[src/rtl/rv32i_regfile.sv]
// Architectural integer register file x0..x31 for the RV32I pipeline.
// Two combinational read ports with write-through bypass and one write port
// from writeback. After reset, a sequential walk zeroes x1..x(NREG-1) so the
// array can map onto RAM-style storage; init_busy_o holds the pipeline off
// until the walk completes.
module rv32i_regfile #(
  parameter int unsigned WIDTH = 32,
  parameter int unsigned NREG  = 32,
  parameter int unsigned AW    = 5
) (
  input  logic             clk_i,
  input  logic             reset_i,
  input  logic [AW-1:0]    ra1_i,
  input  logic [AW-1:0]    ra2_i,
  output logic [WIDTH-1:0] rd1_o,
  output logic [WIDTH-1:0] rd2_o,
  input  logic             we3_i,
  input  logic [AW-1:0]    wa3_i,
  input  logic [WIDTH-1:0] wd3_i,
  output logic             init_busy_o
);

  typedef enum logic {StClear, StReady} state_e;

  state_e           state_q, state_d;
  logic [AW-1:0]    clr_idx_q, clr_idx_d;
  logic             clr_last;
  logic [WIDTH-1:0] mem_q [NREG];

  // Terminal compare against NREG-1 keeps the index from ever wrapping to x0.
  assign clr_last = (clr_idx_q == AW'(NREG - 1));

  // Walk sequencing: advance the clear index each cycle, leave CLEAR after the last entry.
  always_comb begin
    state_d   = state_q;
    clr_idx_d = clr_idx_q;
    if (state_q == StClear) begin
      clr_idx_d = clr_idx_q + AW'(1);
      if (clr_last) begin
        state_d = StReady;
      end
    end
  end

  // Control state with synchronous reset; the walk restarts at x1 on every reset.
  always_ff @(posedge clk_i) begin
    if (reset_i) begin
      state_q   <= StClear;
      clr_idx_q <= AW'(1);
    end else begin
      state_q   <= state_d;
      clr_idx_q <= clr_idx_d;
    end
  end

  // Storage: the walk owns the write port while clearing; writeback writes are dropped then.
  always_ff @(posedge clk_i) begin
    if (!reset_i) begin
      if (state_q == StClear) begin
        mem_q[clr_idx_q] <= '0;
      end else if (we3_i && (wa3_i != '0)) begin
        mem_q[wa3_i] <= wd3_i;
      end
    end
  end

  // Busy comes straight from the state flop, so no input reaches it combinationally.
  assign init_busy_o = (state_q == StClear);

  function automatic logic [WIDTH-1:0] read_port(input logic [AW-1:0] ra);
    logic [WIDTH-1:0] data;
    if (state_q == StClear) begin
      data = '0;
    end else if (ra == '0) begin
      data = '0;
    end else if (we3_i && (wa3_i == ra)) begin
      // Same-cycle writeback is forwarded so the RF stage never sees stale data.
      data = wd3_i;
    end else begin
      data = mem_q[ra];
    end
    return data;
  endfunction

  // Combinational read ports with x0 forcing and write-through bypass.
  always_comb begin
    rd1_o = read_port(ra1_i);
    rd2_o = read_port(ra2_i);
  end

endmodule

[config.mk]
export PLATFORM = sky130hd
export DESIGN_NAME = rv32i_regfile
export DESIGN_NICKNAME = d
export VERILOG_FILES = /design/src/rtl/rv32i_regfile.sv
export SDC_FILE = /design/constraint.sdc
export NUM_CORES = 1
export LEC_CHECK = 0
export CORE_ASPECT_RATIO = 0.6
export CORE_MARGIN = 4
export CORE_UTILIZATION = 55
export CTS_CLUSTER_SIZE = 8
export DETAILED_ROUTE_END_ITERATION = 7
export GPL_TIMING_DRIVEN = 0
export PLACE_DENSITY_LB_ADDON = 0.12
export SYNTH_ARGS = -nofsm -noshare
export SYNTH_HDL_FRONTEND = slang
export SYNTH_SLANG_ARGS = --single-unit
[constraint.sdc]
create_clock -name clk_i -period 5.6 [get_ports clk_i]
set_input_delay 1.12 -clock clk_i [delete_from_list [all_inputs] [get_ports clk_i]]
set_output_delay 1.12 -clock clk_i [all_outputs]
set_load 0.005 [all_outputs]
* After elaboration in Yosys (flattened, before gate mapping) *
Memory sizes are Yosys's and may differ from the RTL's.
Index checks and enable logic that the tools add are counted.

word-level totals
  input bits = 50
  word-level logic and storage cells = 33
  bits in writable memories = 1024
  flip-flop bits (word level) = 6
  output and inout bits = 65
  memories = 1

operators by class
  mux-type cells = 18
  eq/ne operators = 3
  reduce and logical (&&, ||, !) cells = 7
  add/subtract/negate cells = 1
  bitwise gates (word level) = 1

memories
  name   depth  width  rd ports  clocked after memory_dff  write ports  line  text
  mem_q  32     32     2         0                         1            28    logic [WIDTH-1:0] mem_q [NREG];

operator list
  kind                   count
  $mux W32               7
  $reduce_or A32 Y1      1
  $eq A5 B5 Y1           2
  $logic_not A5 Y1       2
  $mux W1                10
  $add A5 B1 Y5 const B  1
  $eq A5 B5 Y1 const B   1
  $mux W5                1
  $reduce_bool A5 Y1     1
  $logic_and A1 B1 Y1    3
  $not A1 Y1             1

* Logic depth before layout (Yosys ltp) *
  depth in word-level cells = 8
  mapped depth = 10

* Worst setup path before layout *
Ideal clock, no wire load.

  path kind = input -> register
  start point = in reset_i
  end point = mem mem_q[20][0], enable pin
  required time = 5179 ps
  setup time = 421 ps
  path slack = 1485 ps
  path buffers = 2
  cell stages on the path = 6
  data arrival time = 3693 ps
  path through = buf_2 > nand3b_1 > a31oi_2 > buf_4 > a41oi_1 > nor2_1

on the way
  word-level cells in the longest chain between the ends = 4

RTL lines
  item                                          line  text
  from (decl)                                   12    input logic reset_i,
  $mux W1                                       58    if (!reset_i) begin
  $mux W1 (implied by the code)                 62    mem_q[wa3_i] <= wd3_i;
  $reduce_or A32 Y1 (no line)                   --
  $mux W5 (no line) or $mux W1 (tied branches)  --
  to (decl)                                     28

Parallel ways exist; a longest one is shown, timed or not.

* Worst setup path after layout *
  start point = in ra1_i[3]
  end point = out rd1_o[11]

on the way
  word-level cells in the longest chain between the ends = 5

RTL lines
  item                                                     line  text
  from (decl)                                              13    input logic [AW-1:0] ra1_i,
  branches (longest 3 deep; another with $mem_v2 Z32 W32)  --
  $mux W32 (*)                                             74    end else if (ra == '0) begin
  $mux W32 (*)                                             72    if (state_q == StClear) begin
  to (decl)                                                15    output logic [WIDTH-1:0] rd1_o,

Every way passes the cells marked *.

==> impl_metrics.py <==
metrics = {
    "status": {
        "outcome": "complete, but fails checks",
        "violations": "setup timing",
    },
    "pwr": {
        "leakagePower_nw": 17.43,
        "vdd_drop_max_v": 0.0002263,
        "powerDensity_mw_per_mm2": 313.3,
    },
    "timing": {
        "drv_slew": 0,
        "final.min_clock_period_ns": 5.747,
        "fin_crit_sh_pct": 102.6,
        "max_freq_ghz": 0.1740,
        "max-slew-margin-rel_pct": 4.472,
        "tightest_slew_ns": 1.433,
        "clock_skew_ns": 0.02096,
        "rsz0062_at_grt": "true",
        "finalHoldViolCount": 0,
        "setup_slack_ns": -0.1466,
        "setup_violations": 30,
    },
    "worst_setup_path": {
        "rr_startpoint": "state_q$_SDFF_PP0_",
        "crit_start": "ra1_i[3]",
        "cp-endpoint": "rd1_o[11]",
        "start_kind": "input port",
        "worst_ep_required_time_ns": 4.48,
        "regToRegEndpoint": "mem_q[23][12]$_DFFE_PP_",
        "worstSetupPathType": "input port to output port",
        "r2r_cells": 6,
        "crit_fanout": 10,
        "setup.worst_path.end_class": "output port",
        "ff2ff_setup_slack_ns": 1.63,
        "cp.arrival_ns": 4.63,
    },
    "yosys": {
        "synthCells": 2882,
        "synth_edf_count": 1024,
        "synth_nets": 2934,
        "ys.flop_type": "edfxtp_1",
        "synth_seq_cells": 1030,
        "avgSynthCellArea_sq_um": 17.18,
        "ys_seq_area_share_pct": 62.34,
        "yosys_warnings": 0,
        "ys_async_sr_fraction_pct": 0,
        "netlist-cell-type-count": 56,
        "syn_area_sq_mm": 0.04952,
    },
    "route": {
        "vias_per_cell": 7.839,
        "wl_mm": 194.5,
        "drc": 0,
        "ant_nets": 0,
        "drt_first_pass_iters": 7,
        "wire_per_inst_um": 44.37,
        "num_vias": 34357,
        "initialDrtViolationCount": 6390,
    },
    "cells_and_area": {
        "areaGrowthSynthToFinish_pct": 15.18,
        "fill_cells": 6115,
        "final_layout_size_suffix_gt1_share_pct": 25.43,
        "multi_input_area_sq_mm": 0.01757,
        "mostFrequentLayoutCell": "edfxtp_1",
        "post-route-cell-area_sq_mm": 0.05704,
        "register_area_sq_mm": 0.03087,
        "final_cell_mix": "1,024 x edfxtp_1, 435 x mux2i_1, 315 x mux4_2",
        "layout.nets": 3212,
    },
    "cts": {
        "cts.clk_slew.worst_paths_ns": 0.05,
        "cts_max_level": 4,
        "cts_buffer_depth": 3,
        "cts_made_buffers": 146,
        "clock_latency_ns": 0.77,
        "cts_tree": "done",
        "root_buffer": "clkbuf_16",
        "cts_hold_buffers": 0,
        "clock_sinks": 1030,
    },
    "run": {
        "cap_viol_max_count": 0,
    },
    "global_route": {
        "overflow": 0,
        "grt_pass1_wl_mm": 263.5,
        "grtUsageTotal_pct": 40.88,
        "antenna_found_initial": 11,
        "grt_max_degree": 33,
        "grt_pass1_vias": 32947,
    },
    "place": {
        "routabilityCongestion": 1.020,
        "placed_area_sq_mm": 0.05293,
        "pre_cts_ws_ns": -1.061,
        "hpwl_mm": 137.7,
        "port_buffers": 101,
    },
    "die": {
        "dieArea_sq_mm": 0.09506,
        "chipHeight_um": 240.4,
        "coreArea_sq_mm": 0.08839,
        "initial_core_util_pct": 56.03,
        "num_io_pins": 115,
        "num_rows": 84,
        "die_x_um": 395.4,
    },
    "min_path": {
        "min-delay-path-class": "register to register",
    },
}
stage by stage:
| stage | utilization [%] | power (mW) | hold slack (ns) | instances | setup TNS [ns] |
|---|---|---|---|---|---|
| after detailed placement | 59.88 | 10.09 | 0.6034 | 4219 | -35.59 |
| after global placement | 58.87 | 10.05 | 0.5816 | 4187 | -1099.13 |
| after global routing | 64.52 | 18.19 | 0.6404 | 4377 | -0.06805 |
| after CTS | 64.45 | 17.75 | 0.6169 | 4378 | -0.01623 |
| after floorplan | - | 9.441 | 0.5373 | 2882 | 0 |
| final | 64.53 | 17.87 | 0.6227 | 4383 | -1.917 |
cell type report:
| cell class | instances | share of cell area [%] |
|---|---|---|
| Antenna cell | 6 | 0.02632 |
| Buffer | 242 | 2.766 |
| Clock buffer | 154 | 6.532 |
| Clock inverter | 7 | 0.1119 |
| Inverter | 7 | 0.04606 |
| Multi-Input combinational cell | 1597 | 30.81 |
| Sequential cell | 1030 | 54.12 |
| Tap cell | 1204 | 2.641 |
| Timing Repair Buffer | 136 | 2.948 |
synth_stat cells, types with 4 or more instances:
library cell	number	area [sq um]
edfxtp_1	1024	30750
mux2i_1	435	4354
mux4_2	315	7094
o21ai_0	125	625.6
clkbuf_1	105	394.1
o22ai_1	90	563.0
o221ai_1	67	586.8
a22oi_1	63	473.0
a31oi_1	62	387.9
buf_2	58	290.3
nand2_1	56	210.2
nor2_1	55	206.5
and2_1	46	287.8
mux2_2	43	484.2
buf_6	39	439.2
a21oi_1	31	155.2
buf_4	31	232.7
a22o_1	24	210.2
nand3_1	24	120.1
nor2b_1	22	137.6
o211a_1	16	160.2
nor3_1	14	70.07
a211o_1	12	105.1
and3_1	11	68.82
o221a_2	10	112.6
xor2_1	10	87.58
buf_1	9	33.78
o31ai_1	9	67.56
nand2b_1	7	43.79
dfxtp_1	6	120.1
inv_1	6	22.52
mux4_1	5	131.4
o2111ai_1	5	43.79
o211ai_1	5	37.54
nor3b_1	4	30.03
o221a_1	4	45.04
what timing repair did:
item / in CTS / in global routing
resized for setup: 78 / 50
setup buffers: 3 / 0
pin swaps: 2 / 0
gates cloned: 0 / 0
setup endpoints to repair: 64 / 46
endpoints found under the hold margin: 0 / 0
sequential cells by signal, summed over array words and instances, names as in the netlist:
register   flops
clr_idx_q      5
state_q        1
mem_q       1024
critical path: stages:
cell and delay [ns]:
clkdlybuf4s50_1 0.56, buf_2 0.54, nand2b_1 0.23, clkbuf_1 1.01
o211ai_1 0.32, o221a_1 0.36, clkdlybuf4s50_1 0.48
worst min path at each step:
stage	startpoint	end	slack, ns	depth (start not counted)
6_report	clr_idx_q[0]$_SDFFE_PP1N_	clr_idx_q[0]$_SDFFE_PP1N_	0.62	2
5_1_grt	clr_idx_q[0]$_SDFFE_PP1N_	clr_idx_q[0]$_SDFFE_PP1N_	0.64	2
4_1_cts	reset_i	clr_idx_q[3]$_SDFFE_PP0N_	0.62	2
3_5_place_dp	clr_idx_q[0]$_SDFFE_PP1N_	clr_idx_q[0]$_SDFFE_PP1N_	0.60	2
3_3_place_gp	clr_idx_q[0]$_SDFFE_PP1N_	clr_idx_q[0]$_SDFFE_PP1N_	0.58	2
2_1_floorplan	clr_idx_q[0]$_SDFFE_PP1N_	clr_idx_q[0]$_SDFFE_PP1N_	0.54	2
power breakdown:
part	switching [mW]	total, mW	internal [mW]	leakage, nW
logic	1.04	1.55	0.505	7.56
clock network	3.20	7.83	4.63	1.86
registers	0.0375	8.50	8.46	8.01
metal layers:
layer / vias to the layer above / global-route usage (%) / routed length [um]
li1: 12618 / - / -
met2: 3508 / 52.60 / 75170
met1: 17698 / 58.03 / 72380
met5: - / 0 / 160
met4: 6 / 16.49 / 8691
met3: 527 / 21.65 / 38090
cells by family (layout without fill, tap and decap cells):
logic type      after synthesis  in the layout  synth area share (%)
buf+inv                     255            546                 3.032
other cells                   0              6                     0
fa+ha+maj                     2              2               0.05052
flops                      1030           1030                 62.34
compound gates              529            529                 7.330
simple gates                255            255                 2.661
mux                         798            798                 24.36
xor+xnor                     13             13                0.2299
Note: power is estimated with default switching activity, not from simulation.
